**src/rtl/instr_fetch_ctrl.sv**
```systemverilog
// instr_fetch_ctrl
//   Fetch controller between the program counter and decode. It issues one
//   instruction-memory read per instruction at the current PC, steps the PC
//   when the word returns, parks the word in an instruction register and
//   hands it to decode with a valid/ready handshake. Control-flow redirects
//   reload the PC and flush any read that is still in flight.
//
//   Optional feature macro: FETCH_TIMEOUT_EN
//     When defined, a wait counter watches outstanding reads. A read that
//     gets no ack within TIMEOUT_CYC cycles raises the sticky fetch_err and
//     parks the controller in ERR until reset. When undefined, reads wait
//     indefinitely and fetch_err is tied low.
module instr_fetch_ctrl #(
   parameter int ADDR_W = 32,
   parameter int DATA_W = 32
`ifdef FETCH_TIMEOUT_EN
   ,
   parameter int TIMEOUT_CYC = 255
`endif
) (
   input  logic              clk,
   input  logic              reset,
   input  logic              fetch_en,
   input  logic [ADDR_W-1:0] pc,
   output logic              pc_inc,
   output logic              pc_load,
   output logic [ADDR_W-1:0] pc_din,
   output logic              imem_req,
   output logic [ADDR_W-1:0] imem_addr,
   input  logic              imem_ack,
   input  logic [DATA_W-1:0] imem_rdata,
   input  logic              redirect,
   input  logic [ADDR_W-1:0] redirect_addr,
   output logic              ir_valid,
   input  logic              ir_ready,
   output logic [DATA_W-1:0] ir_data,
   output logic [ADDR_W-1:0] ir_pc,
   output logic              fetch_err
);

`ifdef FETCH_TIMEOUT_EN
   typedef enum logic [2:0] {ST_IDLE, ST_WAIT, ST_HOLD, ST_FLUSH, ST_ERR} state_t;
`else
   typedef enum logic [1:0] {ST_IDLE, ST_WAIT, ST_HOLD, ST_FLUSH} state_t;
`endif

   state_t              state_reg;
   state_t              state_next;
   logic [DATA_W-1:0]   ir_data_reg;
   logic [ADDR_W-1:0]   ir_pc_reg;

   // A redirect that the current state actually honours (ERR ignores them).
   logic                redirect_eff;
   // A read completes into the IR: ack in WAIT with no competing redirect.
   logic                fetch_done;
   // The outstanding read has waited too long (always 0 without the timer).
   logic                timeout_hit;

   assign fetch_done = (state_reg == ST_WAIT) && imem_ack && !redirect_eff;

`ifdef FETCH_TIMEOUT_EN
   localparam int TIMER_W = $clog2(TIMEOUT_CYC + 1);

   logic [TIMER_W-1:0] timer_reg;
   logic               fetch_err_reg;
   logic               read_pending;

   assign read_pending = (state_reg == ST_WAIT) || (state_reg == ST_FLUSH);
   assign timeout_hit  = read_pending && !imem_ack &&
                         (timer_reg == TIMER_W'(TIMEOUT_CYC - 1));
   assign redirect_eff = redirect && (state_reg != ST_ERR);
   assign fetch_err    = fetch_err_reg;

   // Count cycles spent waiting on memory; any ack or leaving the wait clears it.
   always_ff @(posedge clk) begin
      if (reset) begin
         timer_reg <= '0;
      end else if (read_pending && !imem_ack) begin
         timer_reg <= timer_reg + TIMER_W'(1);
      end else begin
         timer_reg <= '0;
      end
   end

   // Sticky error flag: only reset clears it.
   always_ff @(posedge clk) begin
      if (reset) begin
         fetch_err_reg <= 1'b0;
      end else if (timeout_hit) begin
         fetch_err_reg <= 1'b1;
      end
   end
`else
   assign timeout_hit  = 1'b0;
   assign redirect_eff = redirect;
   assign fetch_err    = 1'b0;
`endif

   // State register.
   always_ff @(posedge clk) begin
      if (reset) begin
         state_reg <= ST_IDLE;
      end else begin
         state_reg <= state_next;
      end
   end

   // Next-state logic: redirects take priority over normal progress,
   // and a timeout takes priority over everything while a read is pending.
   always_comb begin
      state_next = state_reg;
      case (state_reg)
         ST_IDLE: begin
            if (fetch_en && !redirect_eff) begin
               state_next = ST_WAIT;
            end
         end
         ST_WAIT: begin
            if (timeout_hit) begin
`ifdef FETCH_TIMEOUT_EN
               state_next = ST_ERR;
`endif
            end else if (redirect_eff) begin
               // With the ack in the same cycle the response is simply
               // dropped; otherwise it is still owed and must be swallowed.
               state_next = imem_ack ? ST_IDLE : ST_FLUSH;
            end else if (imem_ack) begin
               state_next = ST_HOLD;
            end
         end
         ST_HOLD: begin
            if (redirect_eff) begin
               state_next = ST_IDLE;
            end else if (ir_ready) begin
               state_next = fetch_en ? ST_WAIT : ST_IDLE;
            end
         end
         ST_FLUSH: begin
            if (timeout_hit) begin
`ifdef FETCH_TIMEOUT_EN
               state_next = ST_ERR;
`endif
            end else if (imem_ack) begin
               state_next = ST_IDLE;
            end
         end
`ifdef FETCH_TIMEOUT_EN
         ST_ERR: begin
            state_next = ST_ERR;
         end
`endif
         default: begin
            state_next = ST_IDLE;
         end
      endcase
   end

   // Output decode: PC control, memory request and IR valid.
   always_comb begin
      pc_inc    = fetch_done;
      pc_load   = redirect_eff;
      pc_din    = redirect_eff ? redirect_addr : '0;
      imem_req  = (state_reg == ST_WAIT) || (state_reg == ST_FLUSH);
      imem_addr = (state_reg == ST_WAIT) ? pc : '0;
      ir_valid  = (state_reg == ST_HOLD);
   end

   // Instruction register: captured only when a read completes into HOLD,
   // so it stays stable for the whole decode stall.
   always_ff @(posedge clk) begin
      if (reset) begin
         ir_data_reg <= '0;
         ir_pc_reg   <= '0;
      end else if (fetch_done) begin
         ir_data_reg <= imem_rdata;
         ir_pc_reg   <= pc;
      end
   end

   assign ir_data = ir_data_reg;
   assign ir_pc   = ir_pc_reg;

endmodule

```
**config.mk**
```make
export PLATFORM = sky130hd
export DESIGN_NAME = instr_fetch_ctrl
export DESIGN_NICKNAME = d
export VERILOG_FILES = /design/src/rtl/instr_fetch_ctrl.sv
export SDC_FILE = /design/constraint.sdc
export NUM_CORES = 1
export LEC_CHECK = 0
export CELL_PAD_IN_SITES_DETAIL_PLACEMENT = 1
export CELL_PAD_IN_SITES_GLOBAL_PLACEMENT = 1
export CORE_MARGIN = 4
export CORE_UTILIZATION = 21
export CTS_CLUSTER_SIZE = 25
export DETAILED_ROUTE_END_ITERATION = 8
export PLACE_DENSITY = 0.86
export SYNTH_ARGS = -nofsm -noshare
export SYNTH_HDL_FRONTEND = slang
export SYNTH_SLANG_ARGS = --single-unit
```
**constraint.sdc**
```tcl
create_clock -name clk -period 1.42 [get_ports clk]
set_input_delay 0.142 -clock clk [delete_from_list [all_inputs] [get_ports clk]]
set_output_delay 0.142 -clock clk [all_outputs]
set_load 0.02 [all_outputs]
```
==> run summary <==
cts hold-fix bufs - 0
worst flop-to-flop path startpoint - state_reg[1]
CTS tree - done
final-report hold violation count - 0
Crit path max-delay family - simple AND/OR/NAND/NOR gates
final WL - 13900 microns
top-count cell post-synth - nand2_1
Hold Startpoint - reset
WP data required - 1.28 ns
Routed Antenna Nets - 0
Pre-antenna DRT Iters - 4
Clock Path Buffers - 2
core area - 13300 sq um
static leakage - 2.90 nW
Post-synth EDFFs - 0
wire length per cell - 17.1 microns
Sink Count - 66
Die W - 125 microns
Synth cell types - 23
All-Layer GR Usage - 15.9%
Layout Nets - 734
R2R setup slack - 0.06 ns
crit share post-route - 105%
Util after Layout - 46.9%
Hold Crit Endpoint - state_reg[1]
failing checks - setup timing
CP Capture Type - output pin
Residual DRC - 0
post-synthesis register bit count - 66
Rel. slew slack - 64.8%
Yosys warnings - 0
largest net degree at the start of global routing - 44
Root Buffer - clkbuf_16
Fin Setup TNS - -1.73 ns
HP Class - primary input to flop
Synth Flop Type - dfxtp_1
H-tree depth - 3
fmax - 670 MHz
Top Ports - 235
Clock Latency Late Sink - 0.32 ns
Initial Util - 21.6%
# setup viols final - 32
worst path buffer plus inverter count - 2
Max Slew Vio Count - 0
critical path arrival - 1.35 ns
clock skew - 0.00617 ns
Port Buffers - 233
Syn Nets - 474
Peak VDD IR - 0.540 mV
Post-synth ARST share - 0%
clock buffer count from CTS - 9
clk slew on worst S/H paths - 0.05 ns
RSZ-0062 raised after global routing - yes
maxcap violations - 0
Mean Syn Cell Area - 7.71 sq um
Final HPWL DP - 9640 microns
Tmin final - 1.49 ns
status - complete, but fails checks
crit path launch type - flop
CP Max Fanout - 17
first-pass GRT wire length - 20200 microns
Seq/Total Area, Yosys - 46.1%
vias in the first global route - 3900
reg2reg path depth - 7
top cells by count, synth - nand2_1, dfxtp_1, and2_1, a21oi_1, clkbuf_1
P per Cell Area - 865 nW/um^2
DP Worst Slack - -0.349 ns
Synth area leader - dfxtp_1
gp weighted congestion - 0.818
vias per inst - 4.31
Die H - 125 microns
cells along the critical path - and2b_4 > buf_12 > and2_1 > buf_6
worst setup margin - -0.0716 ns
initial antenna violation count - 0
worst stage delay on the critical path - 0.31 ns
top-area cell type share of the netlist area - 46.1%
row cnt - 42
Die ar. - 15600 sq um
Crit-path slowest cell - dfxtp_2
hold depth - 3
r2r endpoint - ir_pc[29]
synthesized area - 2870 sq um
worst-margin pin slew - 0.528 ns
via count - 3512
drt initial violations - 89
crit path kind - flop to output pin
Syn Inst Count - 372
P&R area growth vs syn - 118%
share of layout cells above drive strength 1 - 23.1%
GRT Residual Overflow - 0
Area contributors post-synth - dfxtp_1, nand2_1, and2_1, a21oi_1, a21oi_2
-- worst reg2reg max path, stage by stage, from the launching register on --
cell,delay [ns]
dfxtp_2,0.31
buf_4,0.14
nand4bb_4,0.23
clkinv_4,0.11
buf_12,0.15
clkbuf_16,0.16
nand2_1,0.06
a21oi_2,0.13
-- cell families after synthesis --
family | Yosys count | share of synthesized area (%)
AND/OR/NAND/NOR | 203 | 32.8
AO/OA/AOI/OAI | 69 | 13.7
flip-flops | 66 | 46.1
buffers and inverters | 33 | 7.25
other | 1 | 0.131
-- metrics by stage --
stage	cell area, sq um	std cells	power (mW)	hold WS (ns)
floorplan	2870	372	2.28	0.278
finish	6240	814	5.40	0.150
global route	6240	813	5.66	0.164
detailed placement	5550	786	2.93	0.447
CTS	5920	805	5.45	0.134
global placement	5550	786	2.90	0.442
-- repair_timing --
action	in CTS	in global routing
gates cloned	2	9
gates resized for setup	296	64
setup buffers	1	0
pin swaps	1	3
endpoints found under the setup margin	119	104
-- cell type report --
class,instances,area [sq um]
inverter,2,12.5
clock buffer,12,267
sequential,66,1320
fill,1510,7060
antenna,1,2.50
tap,176,220
timing repair buffer,280,2880
multi-input combinational,273,1470
clock inverter,4,72.6
-- power by group --
part | internal, mW | total [mW] | switching (mW)
clock network | 1.68 | 2.47 | 0.796
registers | 1.88 | 1.90 | 0.0146
logic | 0.579 | 1.03 | 0.447
-- per-layer routing --
| layer | share of wire, % | vias to the layer above | wire length [microns] | GRT usage, % |
|---|---|---|---|---|
| met5 | 0 | - | 0 | 0 |
| met4 | 1.2 | 0 | 169 | 4.78 |
| met3 | 8.1 | 10 | 1120 | 5.10 |
| met2 | 53 | 168 | 7310 | 30.2 |
| met1 | 38 | 1642 | 5280 | 16.6 |
| li1 | - | 1692 | - | - |
-- layout by cell type, fill, tap and decap left out, types with 2 or more instances in the layout --
master and count:
a21oi_1 36, dfxtp_1 65, buf_6 36, clkdlybuf4s15_1 9, buf_12 5, and2_4 13, dlygate4sd2_1 76, bufinv_16 2
nand2b_1 2, buf_4 30, nand2_1 130, dlymetal6s2s_1 13, clkbuf_16 14, buf_2 2, nor2_1 3, clkbuf_8 3
and2_1 51, a21oi_2 29, clkdlybuf4s50_1 99, buf_8 2
-- worst max-delay path by stage --
| stage | startpoint | end | slack, ns | cells past startpoint |
|---|---|---|---|---|
| 2_1_floorplan | state_reg[0] | imem_addr[0] | 0.21 | 3 |
| 3_3_place_gp | redirect | pc_inc | -0.35 | 4 |
| 3_5_place_dp | redirect | pc_inc | -0.35 | 4 |
| 4_1_cts | state_reg[1] | imem_addr[18] | -0.19 | 5 |
| 5_1_grt | state_reg[1] | imem_addr[6] | -0.13 | 4 |
| 6_report | state_reg[1] | imem_addr[9] | -0.07 | 4 |
Note: power is estimated with default switching activity, not from simulation.
